## src/rtl/uart_pkg.sv

```systemverilog
// Shared UART definitions: FSM state encoding (also used by the transmitter) and the
// default oversampling ratio.
package uart_pkg;

   localparam int unsigned OversampleDefault = 16;

   typedef enum logic [1:0] {
      StIdle  = 2'b00,
      StStart = 2'b01,
      StData  = 2'b10,
      StStop  = 2'b11
   } uart_state_e;

endpackage

```

## src/rtl/uart_sync2.sv

```systemverilog
// Two-flop synchroniser for an asynchronous single-bit input, with a selectable reset value.
module uart_sync2 #(
   parameter logic ResetVal = 1'b1
) (
   input  logic clk_i,
   input  logic rst_ni,
   input  logic d_i,
   output logic q_o
);

   logic [1:0] sync_q;

   always_ff @(posedge clk_i or negedge rst_ni) begin
      if (!rst_ni) begin
         sync_q <= {2{ResetVal}};
      end else begin
         sync_q <= {sync_q[0], d_i};
      end
   end

   assign q_o = sync_q[1];

endmodule

```

## src/rtl/uart_rx.sv

```systemverilog
// 8N1 UART receiver with OVERSAMPLE x clock-enable sampling and a rdy/rdy_clr handshake.
// Defining UART_RX_FERR_EN adds the ferr port, a one-cycle pulse on a bad stop bit.
module uart_rx
   import uart_pkg::*;
#(
   parameter int unsigned OVERSAMPLE = OversampleDefault
) (
   input  logic       clk_50m,
   input  logic       rst_n,
   input  logic       clken,
   input  logic       rx,
   input  logic       rdy_clr,
   output logic [7:0] data,
   output logic       rdy,
   output logic       overrun
`ifdef UART_RX_FERR_EN
   ,
   output logic       ferr
`endif
);

   localparam int unsigned SmpW = $clog2(OVERSAMPLE);
   localparam logic [SmpW-1:0] SmpMid  = SmpW'(OVERSAMPLE / 2 - 1);
   localparam logic [SmpW-1:0] SmpLast = SmpW'(OVERSAMPLE - 1);

   logic rx_s;

   uart_state_e     state_q, state_d;
   logic [SmpW-1:0] smp_q, smp_d;
   logic [2:0]      bitpos_q, bitpos_d;
   logic [7:0]      scratch_q, scratch_d;
   logic [7:0]      data_q, data_d;
   logic            rdy_q, rdy_d;
   logic            ovr_q, ovr_d;
`ifdef UART_RX_FERR_EN
   logic            stop_bad;
`endif

   uart_sync2 #(
      .ResetVal (1'b1)
   ) u_sync (
      .clk_i  (clk_50m),
      .rst_ni (rst_n),
      .d_i    (rx),
      .q_o    (rx_s)
   );

   always_comb begin
      state_d   = state_q;
      smp_d     = smp_q;
      bitpos_d  = bitpos_q;
      scratch_d = scratch_q;
      data_d    = data_q;
      rdy_d     = rdy_q;
      ovr_d     = ovr_q;
`ifdef UART_RX_FERR_EN
      stop_bad  = 1'b0;
`endif

      if (rdy_clr) begin
         rdy_d = 1'b0;
         ovr_d = 1'b0;
      end

      case (state_q)
         StIdle: begin
            if (clken && !rx_s) begin
               state_d = StStart;
               smp_d   = '0;
            end
         end
         StStart: begin
            // A start bit that does not stay low until its midpoint is treated as a glitch.
            if (clken) begin
               if (rx_s) begin
                  state_d = StIdle;
               end else if (smp_q == SmpMid) begin
                  state_d  = StData;
                  smp_d    = '0;
                  bitpos_d = 3'd0;
               end else begin
                  smp_d = smp_q + 1'b1;
               end
            end
         end
         StData: begin
            if (clken) begin
               smp_d = smp_q + 1'b1;
               if (smp_q == SmpLast) begin
                  scratch_d[bitpos_q] = rx_s;
                  smp_d               = '0;
                  if (bitpos_q == 3'd7) begin
                     state_d = StStop;
                  end else begin
                     bitpos_d = bitpos_q + 3'd1;
                  end
               end
            end
         end
         StStop: begin
            if (clken) begin
               smp_d = smp_q + 1'b1;
               if (smp_q == SmpLast) begin
                  state_d = StIdle;
                  smp_d   = '0;
                  if (rx_s) begin
                     // Completion beats a simultaneous rdy_clr.
                     data_d = scratch_q;
                     rdy_d  = 1'b1;
                     ovr_d  = rdy_clr ? 1'b0 : (ovr_q | rdy_q);
                  end else begin
`ifdef UART_RX_FERR_EN
                     stop_bad = 1'b1;
`endif
                  end
               end
            end
         end
         default: state_d = StIdle;
      endcase
   end

   always_ff @(posedge clk_50m or negedge rst_n) begin
      if (!rst_n) begin
         state_q   <= StIdle;
         smp_q     <= '0;
         bitpos_q  <= 3'd0;
         scratch_q <= 8'h00;
         data_q    <= 8'h00;
         rdy_q     <= 1'b0;
         ovr_q     <= 1'b0;
      end else begin
         state_q   <= state_d;
         smp_q     <= smp_d;
         bitpos_q  <= bitpos_d;
         scratch_q <= scratch_d;
         data_q    <= data_d;
         rdy_q     <= rdy_d;
         ovr_q     <= ovr_d;
      end
   end

`ifdef UART_RX_FERR_EN
   logic ferr_q;

   always_ff @(posedge clk_50m or negedge rst_n) begin
      if (!rst_n) begin
         ferr_q <= 1'b0;
      end else begin
         ferr_q <= stop_bad;
      end
   end

   assign ferr = ferr_q;
`else
   // Without the error port a bad stop bit simply drops the frame.
`endif

   assign data    = data_q;
   assign rdy     = rdy_q;
   assign overrun = ovr_q;

endmodule
```

## config.mk

```make
export PLATFORM = sky130hd
export DESIGN_NAME = uart_rx
export DESIGN_NICKNAME = d
export VERILOG_FILES = /design/src/rtl/uart_pkg.sv /design/src/rtl/uart_sync2.sv /design/src/rtl/uart_rx.sv
export SDC_FILE = /design/constraint.sdc
export NUM_CORES = 1
export LEC_CHECK = 0
export CELL_PAD_IN_SITES_DETAIL_PLACEMENT = 0
export CELL_PAD_IN_SITES_GLOBAL_PLACEMENT = 1
export CORE_MARGIN = 1.5
export CORE_UTILIZATION = 40
export DETAILED_ROUTE_END_ITERATION = 16
export GPL_ROUTABILITY_DRIVEN = 0
export GPL_TIMING_DRIVEN = 0
export PLACE_DENSITY_LB_ADDON = 0.1
export SKIP_CTS_REPAIR_TIMING = 1
export SLEW_MARGIN = 5
export SYNTH_ARGS = -nofsm -noshare
export SYNTH_HDL_FRONTEND = slang
export SYNTH_HIERARCHICAL = 1
export SYNTH_SLANG_ARGS = --single-unit
```

## constraint.sdc

```tcl
create_clock -name clk_50m -period 1.6 [get_ports clk_50m]
set_input_delay 0.24 -clock clk_50m [delete_from_list [all_inputs] [get_ports clk_50m]]
set_output_delay 0.24 -clock clk_50m [all_outputs]
set_load 0.01 [all_outputs]
```

Yosys cells after proc, flatten, opt, wreduce, memory -nomap -nowiden:

Index checks and enable logic that the tools add are counted.

* add/subtract/negate cells: 2
* multipliers: 0
* divide/modulo/power cells: 0
* magnitude comparators: 2
* eq/ne operators: 18
* shift-type cells: 0
* mux-type cells: 38
* bitwise gates (word level): 1
* reduce and logical (&&, ||, !) cells: 11

Operators with widths (count)
* $mux W4: 6
* $ne A2 B2 Y1 const B: 10
* $mux W2: 9
* $mux W3: 6
* $mux W1: 12
* $pmux W4 S3: 1
* $bwmux W8: 1
* $pmux W2 S4: 1
* $reduce_and A4 Y1: 2
* $reduce_and A8 Y1: 1
* $reduce_and A7 Y1: 1
* $pmux W3 S2: 1
* $add A4 B1 Y4 const B: 1
* $eq A2 B2 Y1 const B: 2
* $eq A4 B3 Y1 const B: 1
* $eq A4 B4 Y1 const B: 1
* $lt A3 B4 Y1 const B: 1
* $add A3 B1 Y3 const B: 1
* $demux W1 S3: 1
* $eq A3 B3 Y1 const B: 1
* $ge A3 B1 Y1 const B: 1
* $ne A3 B2 Y1 const B: 1
* $reduce_and A3 Y1: 1
* $eq A2 B1 Y1 const B: 1
* 7 further kinds: 8

* register bits: 29
* latch bits: 0
* bits in writable memories: 0
* ROM bits: 0
* bits of input ports: 5
* output and inout port bits: 10
* logic and storage cells: 80
* memories kept: 0

Depth between registers and ports, before layout:

* depth after elaboration: 6
* depth in mapped cells: 5
* gate-level depth less buffers: 5

Cells and area by module:

Netlist, hierarchy kept.

By module, submodules not included
* uart_rx: instances 1, cells an instance 119, area an instance 1406.3 µm²
* uart_sync2: instances 1, cells an instance 2, area an instance 52.6 µm²

Worst setup path before layout:

No wires, ideal clock.

* path type: register to register
* start: register smp_q[0]
* end: register scratch_q[3]
* library setup time: 0.128 ns
* arrival: 1.452 ns
* setup slack: 0.020 ns
* stages on the path, launching flop included: 6
* path buffers: 1
* period minus slack after synthesis: 1.580 ns
* path through: dfrtp_1 ha_1 buf_2 nand4_4 nor4b_2 mux2_1

* word-level cells in the longest chain between the ends: 2

RTL lines
* start: declaration: line uart_rx.sv:29 `logic [SmpW-1:0] smp_q, smp_d;`
* start signal: assignment: line uart_rx.sv:134 `smp_q <= smp_d;`
* $eq A4 B4 Y1: line uart_rx.sv:89 `if (smp_q == SmpLast) begin`
* $reduce_and A3 Y1 (no line)
* end signal: assignment: line uart_rx.sv:136 `scratch_q <= scratch_d;`
* end: declaration: line uart_rx.sv:31 `logic [7:0] scratch_q, scratch_d;`

No other way between the ends.
A chain may end at the register's enable or synchronous reset.

Final worst setup path:

* start: register smp_q[1]
* end: register data_q[0], in the netlist data[0]

* word-level cells in the longest chain between the ends: 2

RTL lines
* $eq A4 B4 Y1: line uart_rx.sv:103 `if (smp_q == SmpLast) begin`
* $reduce_and A4 Y1 (no line)
* end signal: assignment: line uart_rx.sv:137 `data_q <= data_d;`
* end: declaration: line uart_rx.sv:32 `logic [7:0] data_q, data_d;`

No other way between the ends.

==> results by group <==
Synth
  – Main combinational cell family by area after synthesis: simple AND/OR/NAND/NOR gates
  – Post-synthesis adder-cell area fraction: 2.57%
  – FF+latch count, synth: 29
  – Syn Area/Cell: 12.1 µm²
  – Post-Synth XOR/XNOR Area: 0.600%
  – Synth top area share: 46.3%
  – Mapped Cells: 121
  – Register area share after synthesis: 49.9%
  – Post-Synth Simple-Gate Area: 18.6%
  – Cell variety after synth: 45
  – Mux contribution to synthesized area: 13.1%
  – Synth Area in Compound Gates: 10.1%
  – Mapped Nets: 129
  – Synth area leaders: dfrtp_1 46%, mux2_2 11%, dfstp_2 3.6%, ha_1 2.6%, mux2_1 2.3%
  – YS warnings: 6
  – Mapped cell area: 1460 µm²
  – Cell taking the most area after synthesis: dfrtp_1

STA
  – RSZ-0062 raised after global routing: yes
  – Setup Skew: 0.00867 ns
  – Fin. max-slew vios: 0
  – Fin. Hold Viols: 0
  – Final min period: 1.65 ns
  – Tcrit/Tclk final: 103%
  – Worst-Margin Slew: 0.636 ns
  – Final number of setup-violating endpoints: 10
  – Setup ws final: -0.0544 ns
  – Fmax: 604 MHz
  – Slew margin rel.: 57.6%

Critical path
  – Reg-to-reg startpoint: smp_q[1]
  – Crit Path Category: reg2reg
  – Crit-path max FO: 8
  – Startpoint Class: flop
  – Cells on worst reg2reg path: 6
  – CP Data Required Time: 1.82 ns
  – Crit path DAT: 1.87 ns
  – RR Endpoint: data[0]
  – Flop-to-flop setup slack: -0.05 ns
  – Crit end category: flop

Clocking
  – H-tree levels: 2
  – CTS tree: built
  – CTS Root Cell: clkbuf_4
  – Clk slew on worst S/H paths: 0.09 ns
  – Clock latency on the worst-skew pair: 0.33 ns
  – # clock sinks: 29
  – CTS Buf Count: 5
  – Clock tree buffer depth: 2

Outcome
  – Failing checks: setup timing
  – Status: finished, violations left

Cells and area
  – Syn-to-layout area delta: 32.9%
  – Fin nets: 162
  – Ant. Diodes: 0
  – Layout cells sized above 1: 38.7%

Floorplanning
  – Io pins: 15
  – Die area: 4020 µm²
  – Die width: 63.4 µm
  – Initial Util: 42.7%
  – Die height: 63.4 µm
  – Row count: 21
  – Area of the core: 3420 µm²

Placed design
  – HPWL Detailed: 1870 µm
  – Port bufs: 14
  – Pre-CTS WS: -0.256 ns

Power
  – Worst vdd ir: 0.531 mV
  – Total power: 1.68 mW
  – PD cells: 865 nW/µm²
  – P_leak: 0.841 nW

GRT
  – Vias in the first global route: 1,008
  – GRT Util Overall: 15.5%
  – Grt ovf: 0
  – Initial antenna violation count: 0
  – Largest net degree at the start of global routing: 30
  – Global-route wire length before repair: 4820 µm

Drt
  – Vias per inst: 5.35
  – Pre-Repair DR Iteration Count: 4
  – Final wirelength: 2900 µm
  – Wirelength per Cell: 14.4 µm
  – Via count: 1,075
  – Routed Antenna Nets: 0
  – Post-route DRC violation count: 0
  – 1st-iter DRT viols: 36

Min path
  – Hold Crit Depth: 1
  – Hold Path Origin: rx
  – WHS Endpoint: u_sync/sync_q[0]
  – Worst hold path class: in2reg

Run
  – Max-cap violations: 0
==> critical path, stage by stage, from the launching register on <==
cell     delay [ns]
dfrtp_1        0.39
ha_2           0.19
buf_6          0.12
nand4_4        0.21
nor2_4         0.17
buf_12         0.15
mux2_2         0.33
==> cell usage after synthesis <==
cell type and instances:
and4_1 1, nand4b_1 1, nor3_1 3, nand3_1 5, a21oi_1 2, a21boi_0 1
nor4b_2 1, nand4_4 1, and3_1 2, nand3b_1 1, o21ai_1 1, a22o_1 2
dfstp_2 2, o21bai_1 1, o21ai_0 1, nor4bb_1 1, ha_1 3, nand4_1 2
o21ba_2 1, o311a_1 1, nor3b_2 1, o22ai_1 2, nand2b_1 3, nand3b_2 1
a31oi_1 2, dfrtp_1 27, o221ai_1 1, nand2_1 3, nor3_2 1, o211ai_1 1
nor2b_1 3, a211oi_1 1, o2bb2ai_1 2, clkbuf_1 3, nor2_1 2, buf_2 2
mux2_2 14, mux2_1 3, nor4_2 2, nor4b_1 1, nor2_4 1, a41oi_1 1
xor2_1 1, buf_4 4, inv_1 6
==> where the power goes <==
| part | total [mW] | switching (mW) | internal, mW |
|---|---|---|---|
| clock network | 0.627 | 0.254 | 0.373 |
| logic | 0.262 | 0.143 | 0.119 |
| registers | 0.788 | 0.0223 | 0.766 |
| total | 1.68 | 0.419 | 1.26 |
==> cell type report <==
class | count | area [µm²]
plain buffers | 9 | 61.3
clock buffers | 7 | 55.1
clock inverters | 1 | 30.0
fillers | 302 | 1480
inverters | 6 | 22.5
multi-input cells | 77 | 743
flip-flops and latches | 29 | 729
well taps | 46 | 57.6
repair buffers | 26 | 240
==> worst max path at each step <==
stage | startpoint | endpoint | slack, ns | cells after the start
after global placement | clken | data[2] | -0.21 | 4
after CTS | smp_q[0] | data[1] | -0.20 | 5
final | smp_q[1] | data[0] | -0.05 | 6
after floorplan | smp_q[0] | scratch_q[3] | 0.02 | 5
after global routing | smp_q[1] | data[1] | -0.11 | 6
after detailed placement | clken | data[0] | -0.26 | 4
==> cell families (layout without fill, tap and decap cells) <==
logic type      after synthesis  in the layout
flops                        29             29
buf+inv                      15             49
xor+xnor                      1              1
compound gates               20             20
fa+ha+maj                     3              3
simple gates                 36             36
mux                          17             17
==> sequential cells by signal (all words and copies together), names as in the netlist, named ones only <==
register	cells
rdy	1
u_sync/sync_q	2
smp_q	4
bitpos_q	3
data	8
scratch_q	8
overrun	1
state_q	1
==> cell usage in the layout (no fill, tap or decap), drive strengths merged, types with 2 or more instances in the layout <==
cell type	instances
ha	3
inv	6
o21ai	2
a31oi	2
buf	18
nand4	3
dfstp	2
nor2	3
o22ai	2
a22o	2
and3	2
nand2b	3
nor2b	3
clkdlybuf4s50	13
nor4	2
dfrtp	27
a21oi	2
clkbuf	10
nor3	4
nand3b	2
nand2	3
mux2	17
o2bb2ai	2
nand3	5
nor4b	2
==> stage by stage <==
stage               setup TNS (ns)  util (%)  hold WS, ns  cell area (µm²)  cells
finish                      -0.318      56.8        0.316             1940    201
global route                -0.975      56.8        0.293             1940    201
CTS                          -2.40      51.0        0.302             1740    189
detailed placement           -8.92      48.5        0.349             1660    181
global placement             -7.56      48.5        0.348             1660    181
floorplan                        0         -      -0.0556             1460    121
==> metal layers <==
layer	track usage [%]	up-vias	routed length, µm
met5	0	-	0
met4	5.71	0	43
met3	5.36	6	140
met2	21.4	23	1340
met1	22.2	534	1370
li1	-	512	-
Power figures use the tool's default switching activity.
